===== config.mk =====
export PLATFORM = sky130hd
export DESIGN_NAME = control_unit
export DESIGN_NICKNAME = d
export VERILOG_FILES = /design/src/rtl/cu_pkg.sv /design/src/rtl/control_unit_branch_eval.sv /design/src/rtl/control_unit.sv
export SDC_FILE = /design/constraint.sdc
export NUM_CORES = 1
export LEC_CHECK = 0
export CAP_MARGIN = 20
export CELL_PAD_IN_SITES_DETAIL_PLACEMENT = 1
export CELL_PAD_IN_SITES_GLOBAL_PLACEMENT = 1
export CORE_ASPECT_RATIO = 1.4
export CORE_MARGIN = 2
export CORE_UTILIZATION = 38
export DETAILED_ROUTE_END_ITERATION = 16
export PLACE_DENSITY = 0.87
export SYNTH_ARGS = -nofsm -noshare
export SYNTH_HDL_FRONTEND = slang
export SYNTH_HIERARCHICAL = 1
export SYNTH_SLANG_ARGS = --single-unit

===== constraint.sdc =====
create_clock -name clock_in -period 3 [get_ports clock_in]
set_clock_uncertainty 0.05 [all_clocks]
set_input_delay 0.75 -clock clock_in [delete_from_list [all_inputs] [get_ports clock_in]]
set_output_delay 0.75 -clock clock_in [all_outputs]
set_load 0.005 [all_outputs]

===== src/rtl/cu_pkg.sv =====
// rtl/cu_pkg.sv - opcode/state encodings and datapath select constants for control_unit
package cu_pkg;

  typedef enum logic [4:0] {
    OP_HLT  = 5'h00,
    OP_STO  = 5'h01,
    OP_LD   = 5'h02,
    OP_LDI  = 5'h03,
    OP_ADD  = 5'h04,
    OP_ADDI = 5'h05,
    OP_SUB  = 5'h06,
    OP_SUBI = 5'h07,
    OP_BEQ  = 5'h08,
    OP_BNE  = 5'h09,
    OP_BGT  = 5'h0A,
    OP_BGE  = 5'h0B,
    OP_BLT  = 5'h0C,
    OP_BLE  = 5'h0D,
    OP_JMP  = 5'h0E
  } opcode_e;

  typedef enum logic [2:0] {
    ST_INIT,
    ST_FETCH,
    ST_LATCH,
    ST_MEMRD,
    ST_EXEC,
    ST_HALT
  } state_e;

  localparam logic [1:0] SEL_A_MEM = 2'b00;
  localparam logic [1:0] SEL_A_EXT = 2'b01;
  localparam logic [1:0] SEL_A_ALU = 2'b10;
  localparam logic       ALU_ADD   = 1'b0;
  localparam logic       ALU_SUB   = 1'b1;

  // Memory-operand instructions need one extra cycle for the synchronous data RAM.
  function automatic logic needs_memrd(input logic [4:0] op);
    return (op == OP_LD) || (op == OP_ADD) || (op == OP_SUB);
  endfunction

endpackage


===== src/rtl/control_unit_branch_eval.sv =====
// rtl/control_unit_branch_eval.sv - branch condition evaluation from opcode and Z/N flags
module branch_eval
  import cu_pkg::*;
(
  input  logic [4:0] i_opcode,
  input  logic       i_flag_z,
  input  logic       i_flag_n,
  output logic       o_taken
);

  always_comb begin
    o_taken = 1'b0;
    case (i_opcode)
      OP_BEQ:  o_taken = i_flag_z;
      OP_BNE:  o_taken = !i_flag_z;
      OP_BGT:  o_taken = !i_flag_z && !i_flag_n;
      OP_BGE:  o_taken = !i_flag_n;
      OP_BLT:  o_taken = i_flag_n;
      OP_BLE:  o_taken = i_flag_n || i_flag_z;
      OP_JMP:  o_taken = 1'b1;
      default: o_taken = 1'b0;
    endcase
  end

endmodule


===== src/rtl/control_unit.sv =====
// rtl/control_unit.sv - multi-cycle fetch/decode/execute sequencer for the accumulator datapath
module control_unit
  import cu_pkg::*;
#(
  parameter int DATA_WIDTH    = 16,
  parameter int OPERAND_WIDTH = 11,
  parameter int OPCODE_WIDTH  = 5
) (
  input  logic                     clock_in,
  input  logic                     reset_n_in,
  input  logic                     enable_in,
  input  logic [DATA_WIDTH-1:0]    prog_data_in,
  input  logic                     flag_Z_in,
  input  logic                     flag_N_in,
  output logic [OPERAND_WIDTH-1:0] prog_addr_out,
  output logic [OPERAND_WIDTH-1:0] operand_out,
  output logic [1:0]               sel_A_out,
  output logic                     sel_B_out,
  output logic                     alu_op_out,
  output logic                     acc_wr_out,
  output logic                     status_wr_out,
  output logic                     acc_reset_out,
  output logic                     status_reset_out,
  output logic                     mem_wr_out,
  output logic                     halted_out
);

  state_e                   r_state;
  logic [OPERAND_WIDTH-1:0] r_pc;
  logic [DATA_WIDTH-1:0]    r_ir;

  logic [OPCODE_WIDTH-1:0]  w_opcode;
  logic [OPCODE_WIDTH-1:0]  w_next_opcode;
  logic [OPERAND_WIDTH-1:0] w_operand;
  logic                     w_taken;

  assign w_opcode      = r_ir[DATA_WIDTH-1 -: OPCODE_WIDTH];
  assign w_next_opcode = prog_data_in[DATA_WIDTH-1 -: OPCODE_WIDTH];
  assign w_operand     = r_ir[OPERAND_WIDTH-1:0];

  branch_eval u_branch_eval (
    .i_opcode (w_opcode),
    .i_flag_z (flag_Z_in),
    .i_flag_n (flag_N_in),
    .o_taken  (w_taken)
  );

  always_ff @(posedge clock_in or negedge reset_n_in) begin
    if (!reset_n_in) begin
      r_state <= ST_INIT;
      r_pc    <= '0;
      r_ir    <= '0;
    end else if (enable_in) begin
      case (r_state)
        ST_INIT:  r_state <= ST_FETCH;
        ST_FETCH: r_state <= ST_LATCH;
        ST_LATCH: begin
          r_ir    <= prog_data_in;
          r_state <= needs_memrd(w_next_opcode) ? ST_MEMRD : ST_EXEC;
        end
        ST_MEMRD: r_state <= ST_EXEC;
        ST_EXEC: begin
          if (w_opcode == OP_HLT) begin
            r_state <= ST_HALT;
          end else begin
            r_pc    <= w_taken ? w_operand : r_pc + OPERAND_WIDTH'(1);
            r_state <= ST_FETCH;
          end
        end
        ST_HALT:  r_state <= ST_HALT;
        default:  r_state <= ST_INIT;
      endcase
    end
  end

  assign prog_addr_out = r_pc;
  assign operand_out   = w_operand;
  assign halted_out    = (r_state == ST_HALT);

  // Strobes are decoded from the current state and IR; a stalled unit issues none.
  always_comb begin
    sel_A_out        = SEL_A_MEM;
    sel_B_out        = 1'b0;
    alu_op_out       = ALU_ADD;
    acc_wr_out       = 1'b0;
    status_wr_out    = 1'b0;
    acc_reset_out    = 1'b0;
    status_reset_out = 1'b0;
    mem_wr_out       = 1'b0;
    if (enable_in) begin
      case (r_state)
        ST_INIT: begin
          acc_reset_out    = 1'b1;
          status_reset_out = 1'b1;
        end
        ST_EXEC: begin
          case (w_opcode)
            OP_LD: acc_wr_out = 1'b1;
            OP_LDI: begin
              sel_A_out  = SEL_A_EXT;
              acc_wr_out = 1'b1;
            end
            OP_ADD, OP_ADDI, OP_SUB, OP_SUBI: begin
              sel_A_out     = SEL_A_ALU;
              sel_B_out     = (w_opcode == OP_ADDI) || (w_opcode == OP_SUBI);
              alu_op_out    = ((w_opcode == OP_SUB) || (w_opcode == OP_SUBI)) ? ALU_SUB : ALU_ADD;
              acc_wr_out    = 1'b1;
              status_wr_out = 1'b1;
            end
            OP_STO:  mem_wr_out = 1'b1;
            default: ;
          endcase
        end
        default: ;
      endcase
    end
  end

endmodule


# Word level (Yosys, flattened, before mapping)
# Cells that the tools add are included.
[word_totals] latchBits=0 mem_bits_ro=0 ff_bits=30 n_memories=0 ramBits=0
[op_classes] order_cmp=0 n_bitwise=1 n_div=0 shifts=0 n_reduce_logical=14 addsub=1 eq_ne=22 n_mul=0 n_mux=26
[op_table] op="$eq 5x4->1 const B" n=7
[op_table] op="$eq 5x3->1 const B" n=6
[op_table] op="$mux 1" n=18
[op_table] op="$pmux 3 s6" n=1
[op_table] op="$eq 5x2->1 const B" n=3
[op_table] op="$add 11x1->11 const B" n=1
[op_table] op="$mux 11" n=1
[op_table] op="$pmux 1 s7" n=1
[op_table] op="$eq 3x2->1 const B" n=2
[op_table] op="$eq 3x3->1 const B" n=2
[op_table] op="$mux 3" n=2
[op_table] op="$reduce_or 6->1" n=1
[op_table] op="$eq 5x1->1 const B" n=1
[op_table] op="$logic_not 5->1" n=1
[op_table] op="$logic_or 1x1->1" n=5
[op_table] op="$mux 2" n=2
[op_table] op="$pmux 2 s2" n=1
[op_table] op="$reduce_or 4->1" n=1
[op_table] op="$eq 3x1->1 const B" n=1
[op_table] op="$logic_not 3->1" n=1
[op_table] op="$reduce_and 3->1" n=1
[op_table] op="$logic_not 1->1" n=2
[op_table] op="$reduce_and 2->1" n=1
[op_table] op="$logic_and 1x1->1" n=1
[op_table] op="$not 1->1" n=1

# Depth between registers and ports, before layout
# Gate-level depths: netlist of the first run.
[depth] word_depth=6 depth_mapped=8 mapped_depth_nobuf=7

# Cells and area by module
# The synthesis of the first run kept the hierarchy.
[modules_own_cells] module="control_unit" area_per_inst_um2=1660.3 instances=1 cells_per_inst=159 seq_area_each_um2=750.7
[modules_own_cells] module="branch_eval" area_per_inst_um2=65.1 instances=1 cells_per_inst=10 seq_area_each_um2=0.0

# Worst setup path after synthesis of the first run
# Ideal clock, no wire load.
[synth_timing] kind="input-to-output" start="input port enable_in" end="output port sel_A_out[0]" t_required_ps=2200 t_arrival_ps=1461 n_path_buf=0 stages=4 setup_slack_ps=739 cell_sequence="nand4bb_4 > nor3_1 > nand2_1 > nor3b_1"
[synth_via] elab_chain_len=1
[synth_rtl] element="start: declaration" line_no="control_unit.sv:11" text="input logic enable_in,"
[synth_rtl] element="$mux 2" line_no="control_unit.sv:90" text="if (enable_in) begin"
[synth_rtl] element="end: declaration" line_no="control_unit.sv:17" text="output logic [1:0] sel_A_out,"
# Every way passes these cells.

# Worst setup path after layout of the first run
[layout_timing] start="register r_state[1]" end="output port alu_op_out"
[layout_via] elab_chain_len=3
[layout_rtl] element="start: declaration" line_no="control_unit.sv:28" text="state_e r_state;"
[layout_rtl] element="start signal: assignment" line_no="control_unit.sv:59" text="r_state <= needs_memrd(w_next_opcode) ? ST_MEMRD : ST_EXEC;"
[layout_rtl] element="$eq 3x3->1" line_no="control_unit.sv:91" text="case (r_state)"
[layout_rtl] element="$mux 1" line_no="control_unit.sv:91"
[layout_rtl] element="$mux 1" line_no="control_unit.sv:90"
[layout_rtl] element="end: declaration" line_no="control_unit.sv:19" text="output logic alu_op_out,"
# Every way passes these cells.

==> results of run 1 <==
## power by group
group	internal (mW)	switching, mW	total (mW)
combinational	0.527	0.329	0.857
sequential	0.572	0.229	0.801
clock	0.159	0.140	0.299
total	1.26	0.698	1.96
## cells by family (layout without fill, tap and decap cells)
logic type / after synthesis / after routing / synth area share
AOI/OAI and AO/OA: 43 / 43 / 0.161
and+or+nand+nor: 52 / 52 / 0.183
muxes: 20 / 20 / 0.128
buffers and inverters: 22 / 72 / 0.0812
DFF: 30 / 30 / 0.435
xor gates and xnor gates: 1 / 1 / 0.00508
adders and majority gates: 1 / 1 / 0.00725
## per-stage QoR
step                 util  setup WS [ns]  hold slack, ns
CTS                 0.529         0.0656           0.500
detailed placement  0.509         -0.344           0.483
global route        0.529         0.0553           0.516
finish              0.529          0.169           0.488
global placement    0.509         -0.305           0.478
floorplan               -          0.739           0.404
## registers in the layout, indices dropped and copies added (netlist names)
name / count
prog_addr_out: 11
r_state: 3
r_ir: 16
## layer usage
layer | global-route usage | vias up
met1 | 0.215 | 731
met3 | 0.0434 | 6
li1 | - | 712
met4 | 0.0652 | 0
met5 | 0 | -
met2 | 0.331 | 31
## cell usage after synthesis, drive strengths merged (2+ instances only)
master   instances  area [um2]
o22ai            2        12.5
o21ai           14        70.1
mux2            16         180
nand2            7        26.3
nand3b           2        15.0
nand2b           3        21.3
dfrtp           30         751
buf             17         121
nand3            4        20.0
o2bb2ai          2        17.5
mux2i            4        40.0
and3             4        25.0
a22oi            2        15.0
nor2            10        37.5
nor4             3        18.8
inv              2        7.51
clkbuf           2        7.51
a21oi            8        43.8
a211oi           6        45.0
nor3b            2        26.3
nand4            2        12.5
and2             3        18.8
nor2b            2        12.5
nor3             6        30.0
## worst max-delay path by stage
stage | depth (start not counted) | start | endpoint | slack, ns
4_1_cts | 6 | enable_in | sel_A_out[0] | 0.07
5_1_grt | 5 | r_state[1] | alu_op_out | 0.06
3_3_place_gp | 6 | enable_in | sel_A_out[0] | -0.30
3_5_place_dp | 6 | enable_in | sel_A_out[0] | -0.34
6_report | 5 | r_state[1] | alu_op_out | 0.17
2_1_floorplan | 4 | enable_in | sel_A_out[0] | 0.74
## layout make-up
class                   count  area share
clock buffers               7      0.0323
multi-input cells         117       0.362
repair buffers             62       0.250
inverters                   3     0.00477
well taps                  62      0.0329
flip-flops and latches     30       0.318
## what timing repair did
action                                  4_1_cts  5_1_grt
setup buffers                                 0        0
resized for setup                             4        3
pin swaps                                     0        1
endpoints found under the setup margin        9        1
==> impl_metrics.json, run 1 <==
{
  "critPathBufInv": 2,
  "antenna_cells": 0,
  "final_area_um2": 2360,
  "reg2reg_depth": 7,
  "drc": 0,
  "viasPerCell": 5.27,
  "drive_above_1_share": 0.183,
  "setup-violations-final": 0,
  "finalWorstPathRequiredPeriod_ns": 2.83,
  "grt_max_degree": 31,
  "async_flop_share": 1.00,
  "final_cell_mix": "clkdlybuf4s50_1, dfrtp_1, mux2_2",
  "hp-start": "r_ir[1]",
  "yosys_register_bits": 30,
  "dp_cells": 274,
  "min_to": "r_ir[1]",
  "yosysSeqAreaShare": 0.435,
  "cts.path.max_buffers": 2,
  "critPathKind": "register to primary output",
  "wire_per_inst_um": 15.3,
  "post-dp-hpwl_mm": 3.21,
  "p_total_mw": 1.96,
  "clkSinkCount": 30,
  "yosysUniqueCellTypes": 45,
  "final_common_cell": "clkdlybuf4s50_1",
  "synth_edf_count": 0,
  "cp_slowest_stage_delay_ns": 0.50,
  "register_area_um2": 751,
  "setup_tns_ns": 0,
  "path_clk_slew_ns": 0.06,
  "ys.flop_type": "dfrtp_1",
  "post-route-period-util": 0.944,
  "placed_area_um2": 2270,
  "die_w_um": 61.0,
  "ir_drop_uv": 453,
  "antenna_found_initial": 0,
  "fp-row-count": 29,
  "htree_levels": 2,
  "outcome": "finished, final reports clean",
  "drt-met1-wl_mm": 1.71,
  "multiInputGateArea_um2": 853,
  "hold_viol": 0,
  "cap_violations": 0,
  "drt_iter0_drc": 36,
  "port_buffers": 52,
  "cp_slowest_cell": "clkdlybuf4s50_1",
  "holdPathStages": 1,
  "syn_area_um2": 1730,
  "worstSetupEndpointType": "primary output",
  "grt_pass1_wl_mm": 7.20,
  "cp_top_family": "buffers and inverters",
  "die_h_um": 83.7,
  "die_area_um2": 5100,
  "clock-root-buffer": "clkbuf_8",
  "place.gp.congestion": 0.769,
  "maxSlewHeadroom": 0.656,
  "cts_buffers": 5,
  "ant_nets": 0,
  "clock_latency_ns": 0.28,
  "worstPathCellList": "nand4bb_4 -> nor3_4 -> buf_4 -> and3_1 -> clkdlybuf4s50_1",
  "synth_nets": 191,
  "worst-endpoint-arrival_ns": 2.03,
  "start_kind": "register",
  "avgSynthCellArea_um2": 10.2,
  "tightest_slew_ns": 0.516,
  "worst_r2r_endpoint": "prog_addr_out[9]",
  "clock.fmax_mhz": 353,
  "grt_usage": 0.189,
  "core_area_um2": 4460,
  "drv_slew": 0,
  "cts_hold_buffers": 0,
  "r2r_slack_ns": 0.85,
  "rsz0062_at_grt": "no",
  "via_count": 1480,
  "syn_to_final_growth_pct": 36.8,
  "hold_class": "register to register",
  "path_max_fanout": 9,
  "io_pins": 53,
  "worstReg2RegStart": "r_ir[12]",
  "routed_wl_mm": 4.30,
  "grt_pass1_vias": 1474,
  "nets": 241,
  "crit_required_ns": 2.20,
  "met2WireLength_mm": 2.39,
  "firstDrtPassIters": 4,
  "stdcell_count": 281,
  "n_fill_cell": 510,
  "wl_met3_um": 139,
  "grt-ovfl-total": 0,
  "initial_core_util": 0.387,
  "power.density_nw_per_um2": 829,
  "cts_tree": "built",
  "top_layer_used": "met4",
  "total_leakage_power_nw": 0.912,
  "yosys_warnings": 6,
  "synth_cells": 169
}
(Power assumes the default switching activity.)
==> run 2: changes to the inputs <==
--- a/config.mk
+++ b/config.mk
@@ -10,9 +10,11 @@
 export CELL_PAD_IN_SITES_GLOBAL_PLACEMENT = 1
 export CORE_ASPECT_RATIO = 1.4
 export CORE_MARGIN = 2
-export CORE_UTILIZATION = 38
+export CORE_UTILIZATION = 50
 export DETAILED_ROUTE_END_ITERATION = 16
-export PLACE_DENSITY = 0.87
+export DONT_BUFFER_PORTS = 1
+export PLACE_DENSITY = 0.84
+export SKIP_CTS_REPAIR_TIMING = 1
 export SYNTH_ARGS = -nofsm -noshare
 export SYNTH_HDL_FRONTEND = slang
 export SYNTH_HIERARCHICAL = 1
==> impl_metrics.json, run 2 (same netlist as run 1, synthesis figures left out) <==
{
  "viasPerCell": 6.45,
  "worstReg2RegStart": "r_ir[12]",
  "finalWorstPathRequiredPeriod_ns": 2.66,
  "drive_above_1_share": 0.194,
  "r2r_slack_ns": 0.83,
  "ant_nets": 0,
  "cts.path.max_buffers": 2,
  "path_max_fanout": 8,
  "setup_tns_ns": 0,
  "grt_use_met2": 0.425,
  "drv_slew": 0,
  "largest_register_ffs": 16,
  "grt-ovfl-total": 0,
  "clock.fmax_mhz": 377,
  "start_kind": "register",
  "use_met3": 0.0650,
  "routed_wl_mm": 4.01,
  "drt_iter0_drc": 16,
  "tightest_slew_ns": 0.588,
  "grt_max_degree": 31,
  "outcome": "finished, final reports clean",
  "ir_drop_uv": 610,
  "final_common_cell": "dfrtp_1",
  "wire_per_inst_um": 20.0,
  "power.density_nw_per_um2": 972,
  "grt.busiest_layer": "met2",
  "die_w_um": 53.6,
  "core_area_um2": 3350,
  "hold_class": "input pin to asynchronous set/reset pin",
  "antenna_found_initial": 0,
  "critPathKind": "register to primary output",
  "grt_pass1_wl_mm": 6.52,
  "total_leakage_power_nw": 0.693,
  "initial_core_util": 0.516,
  "post-dp-hpwl_mm": 2.95,
  "io_pins": 53,
  "cts_tree": "built",
  "via_count": 1289,
  "grt_usage": 0.233,
  "die_area_um2": 3940,
  "utilization": 0.529,
  "firstDrtPassIters": 4,
  "path_clk_slew_ns": 0.06,
  "syn_to_final_growth_pct": 2.68,
  "worst_r2r_endpoint": "prog_addr_out[7]",
  "cap_violations": 0,
  "use_met1": 0.240,
  "hold_viol": 0,
  "worstSetupEndpointType": "primary output",
  "rsz0062_at_grt": "no",
  "maxSlewHeadroom": 0.608,
  "worst-endpoint-arrival_ns": 1.86,
  "htree_levels": 2,
  "antenna_cells": 0,
  "place.gp.congestion": 0.825,
  "clock_latency_ns": 0.28,
  "final_cell_mix": "dfrtp_1, mux2_2, o21ai_0",
  "fp-row-count": 25,
  "grt_pass1_vias": 1351,
  "clkSinkCount": 30,
  "clock-root-buffer": "clkbuf_8",
  "drc": 0,
  "reg2reg_depth": 7,
  "die_h_um": 73.5,
  "nets": 181,
  "setup-violations-final": 0,
  "post-route-period-util": 0.885,
  "port_buffers": 0,
  "crit_required_ns": 2.20,
  "top_register": "r_ir",
  "cts_buffers": 5
}
run 2: cell count changes in the layout (fill, tap and decap cells not counted), moves of 2 or more:
cell             previous run  this run
buf_4                      10         2
clkbuf_8                    5         8
clkdlybuf4s50_1            51         0
clkbuf_1                    2         0
run 2: layout make-up:
class | count | area, um2
clock buffers | 8 | 110
fillers | 369 | 1580
inverters | 3 | 11.3
multi-input cells | 117 | 835
flip-flops and latches | 30 | 751
well taps | 40 | 50.0
repair buffers | 2 | 15.0
run 2: worst max-delay path, stage by stage, from the launching register on:
cell and delay, ns:
dfrtp_1 0.49, nand4bb_4 0.30, nor3_1 0.39, nand2_1 0.14, nor3b_1 0.25
run 2: where the power goes:
group | internal [mW] | switching [mW] | total [mW]
logic | 0.274 | 0.245 | 0.519
clock network | 0.231 | 0.146 | 0.377
registers | 0.571 | 0.255 | 0.827
run 2: worst max path at each step:
stage / start / endpoint / slack [ns]
final: r_state[0] / sel_A_out[0] / 0.34
after global routing: r_state[0] / sel_A_out[0] / 0.11
after detailed placement: enable_in / sel_A_out[0] / 0.54
after floorplan: enable_in / sel_A_out[0] / 0.74
after global placement: enable_in / sel_A_out[0] / 0.64
after CTS: r_state[0] / sel_A_out[0] / 0.33
run 2: stage by stage:
stage | hold slack (ns) | total power, mW | worst slack [ns] | area (um2) | instances
after detailed placement | 0.405 | 1.36 | 0.540 | 1660 | 192
final | 0.109 | 1.72 | 0.344 | 1770 | 200
after CTS | 0.101 | 1.75 | 0.327 | 1770 | 200
after global placement | 0.405 | 1.31 | 0.636 | 1660 | 192
after floorplan | 0.404 | 1.31 | 0.739 | 1730 | 169
after global routing | 0.0927 | 1.86 | 0.114 | 1770 | 200
run 2: layer usage:
layer / share of wire / up-vias / routed length, um
met5: 0 / - / 0
met4: 0.022 / 0 / 87
met3: 0.061 / 8 / 245
met2: 0.56 / 40 / 2230
met1: 0.36 / 649 / 1440
li1: - / 592 / -
==> run 3: changes to the inputs <==
--- a/config.mk
+++ b/config.mk
@@ -5,15 +5,15 @@
 export SDC_FILE = /design/constraint.sdc
 export NUM_CORES = 1
 export LEC_CHECK = 0
-export CAP_MARGIN = 20
 export CELL_PAD_IN_SITES_DETAIL_PLACEMENT = 1
 export CELL_PAD_IN_SITES_GLOBAL_PLACEMENT = 1
 export CORE_ASPECT_RATIO = 1.4
 export CORE_MARGIN = 2
-export CORE_UTILIZATION = 50
+export CORE_UTILIZATION = 47
 export DETAILED_ROUTE_END_ITERATION = 16
 export DONT_BUFFER_PORTS = 1
-export PLACE_DENSITY = 0.84
+export PLACE_DENSITY = 0.8
+export REMOVE_ABC_BUFFERS = 1
 export SKIP_CTS_REPAIR_TIMING = 1
 export SYNTH_ARGS = -nofsm -noshare
 export SYNTH_HDL_FRONTEND = slang
==> constraint.sdc (replaced) <==
create_clock -name clock_in -period 2.5 [get_ports clock_in]
set_clock_uncertainty 0.05 [all_clocks]
set_input_delay 0.625 -clock clock_in [delete_from_list [all_inputs] [get_ports clock_in]]
set_output_delay 0.625 -clock clock_in [all_outputs]
set_load 0.005 [all_outputs]
==> impl_metrics.json, run 3 (same netlist as run 1, synthesis figures left out) <==
{
  "outcome": "finished, final reports clean",
  "firstDrtPassIters": 4,
  "setup-violations-final": 0,
  "crit_cells": 4,
  "hold_viol": 0,
  "combPwrFrac": 0.320,
  "antenna_found_initial": 0,
  "critPathKind": "register to primary output",
  "path_clk_slew_ns": 0.06,
  "crit_required_ns": 1.82,
  "path_max_fanout": 8,
  "cp_slowest_cell": "dfrtp_1",
  "wire_per_inst_um": 20.0,
  "grt_pass1_vias": 1446,
  "tightest_slew_ns": 0.535,
  "total_leakage_power_nw": 0.685,
  "setup_tns_ns": 0,
  "finalWorstPathRequiredPeriod_ns": 2.33,
  "worstPathCellList": "nand4bb_4 -> nor3_2 -> nand2_1 -> nor3b_1",
  "die_h_um": 75.7,
  "cts.path.max_buffers": 2,
  "htree_levels": 2,
  "die_w_um": 55.2,
  "die_area_um2": 4180,
  "clock-root-buffer": "clkbuf_8",
  "cts_tree": "built",
  "initial_core_util": 0.482,
  "clock_latency_ns": 0.27,
  "power.density_nw_per_um2": 1130,
  "pwr-share-clk": 0.177,
  "utilization": 0.493,
  "clock.fmax_mhz": 430,
  "syn_to_final_growth_pct": 2.32,
  "worstSetupEndpointType": "primary output",
  "cp_slowest_stage_delay_ns": 0.48,
  "rsz0062_at_grt": "no",
  "port_buffers": 0,
  "post-route-period-util": 0.931,
  "power_frac_seq": 0.503,
  "drt_iter0_drc": 54,
  "cap_violations": 0,
  "start_kind": "register",
  "grt_pass1_wl_mm": 6.69,
  "maxSlewHeadroom": 0.643,
  "grt_usage": 0.203,
  "core_area_um2": 3580,
  "stdcell_count": 202,
  "ant_nets": 0,
  "switching_share": 0.392,
  "top_register": "r_ir",
  "drive_above_1_share": 0.188,
  "critPathBufInv": 0,
  "routed_wl_mm": 4.03,
  "cts_buffers": 5,
  "fp-row-count": 26,
  "p_sw_uw": 778,
  "grt-ovfl-total": 0,
  "nets": 182,
  "grt_max_degree": 31,
  "viasPerCell": 6.32,
  "worst-endpoint-arrival_ns": 1.65,
  "reg2reg_depth": 7,
  "whs_ns": 0.122,
  "dp_cells": 194,
  "antenna_cells": 0,
  "post-dp-hpwl_mm": 2.97,
  "via_count": 1276,
  "final_common_cell": "dfrtp_1",
  "p_int_mw": 1.21,
  "drc": 0,
  "drv_slew": 0,
  "ir_drop_uv": 804,
  "final_cell_mix": "dfrtp_1, mux2_2, o21ai_0",
  "io_pins": 53,
  "hold_class": "input pin to asynchronous set/reset pin",
  "place.gp.congestion": 0.866,
  "cp_top_family": "simple AND/OR/NAND/NOR gates",
  "clkSinkCount": 30,
  "largest_register_ffs": 16
}
[run 3: cell types whose count changed in the layout (fill, tap and decap cells not counted)]
cell / before / now
buf_12: 0 / 1
clkbuf_1: 0 / 2
clkbuf_8: 8 / 5
nor3_2: 0 / 1
nor3_1: 6 / 5
[run 3: through the flow]
stage / worst slack (ns) / total power [mW] / area [um2]
2_1_floorplan: -0.368 / 1.42 / 1600
3_3_place_gp: 0.408 / 1.57 / 1660
3_5_place_dp: 0.288 / 1.64 / 1660
4_1_cts: 0.0435 / 1.99 / 1740
5_1_grt: 0.0337 / 2.14 / 1770
6_report: 0.173 / 1.99 / 1770
[run 3: area by class of cell]
| type | instances | area (um2) |
|---|---|---|
| tap | 42 | 52.6 |
| fill | 421 | 1810 |
| clock buffer | 7 | 76.3 |
| inverter | 3 | 11.3 |
| sequential | 30 | 751 |
| multi-input combinational | 117 | 840 |
| timing repair buffer | 3 | 35.0 |
[run 3: per-layer routing]
layer | up-vias | GRT usage | wire length (um)
met5 | - | 0 | 0
met4 | 0 | 0.111 | 91
met3 | 8 | 0.0492 | 262
met2 | 49 | 0.385 | 2230
met1 | 629 | 0.208 | 1450
li1 | 590 | - | -
[run 3: path summary, 6_finish.rpt]
check	start	to	slack, ns
worst min register to register	r_ir[10]	r_ir[10]	0.51
worst min-delay path	reset_n_in	prog_addr_out[1]	0.12
min in group clock_in	prog_data_in[10]	r_ir[10]	0.45
max in group asynchronous	reset_n_in	r_ir[3]	2.12
worst max register to register	r_ir[12]	prog_addr_out[8]	0.31
worst max-delay path	r_state[0]	sel_A_out[0]	0.17
[run 3: power groups by stage]
stage,clock network (mW),logic (mW),registers (mW)
2_1_floorplan,0,0.510,0.914
3_3_place_gp,0,0.584,0.985
3_5_place_dp,0,0.627,1.01
4_1_cts,0.365,0.629,1.00
5_1_grt,0.378,0.714,1.05
6_report,0.351,0.636,1.00
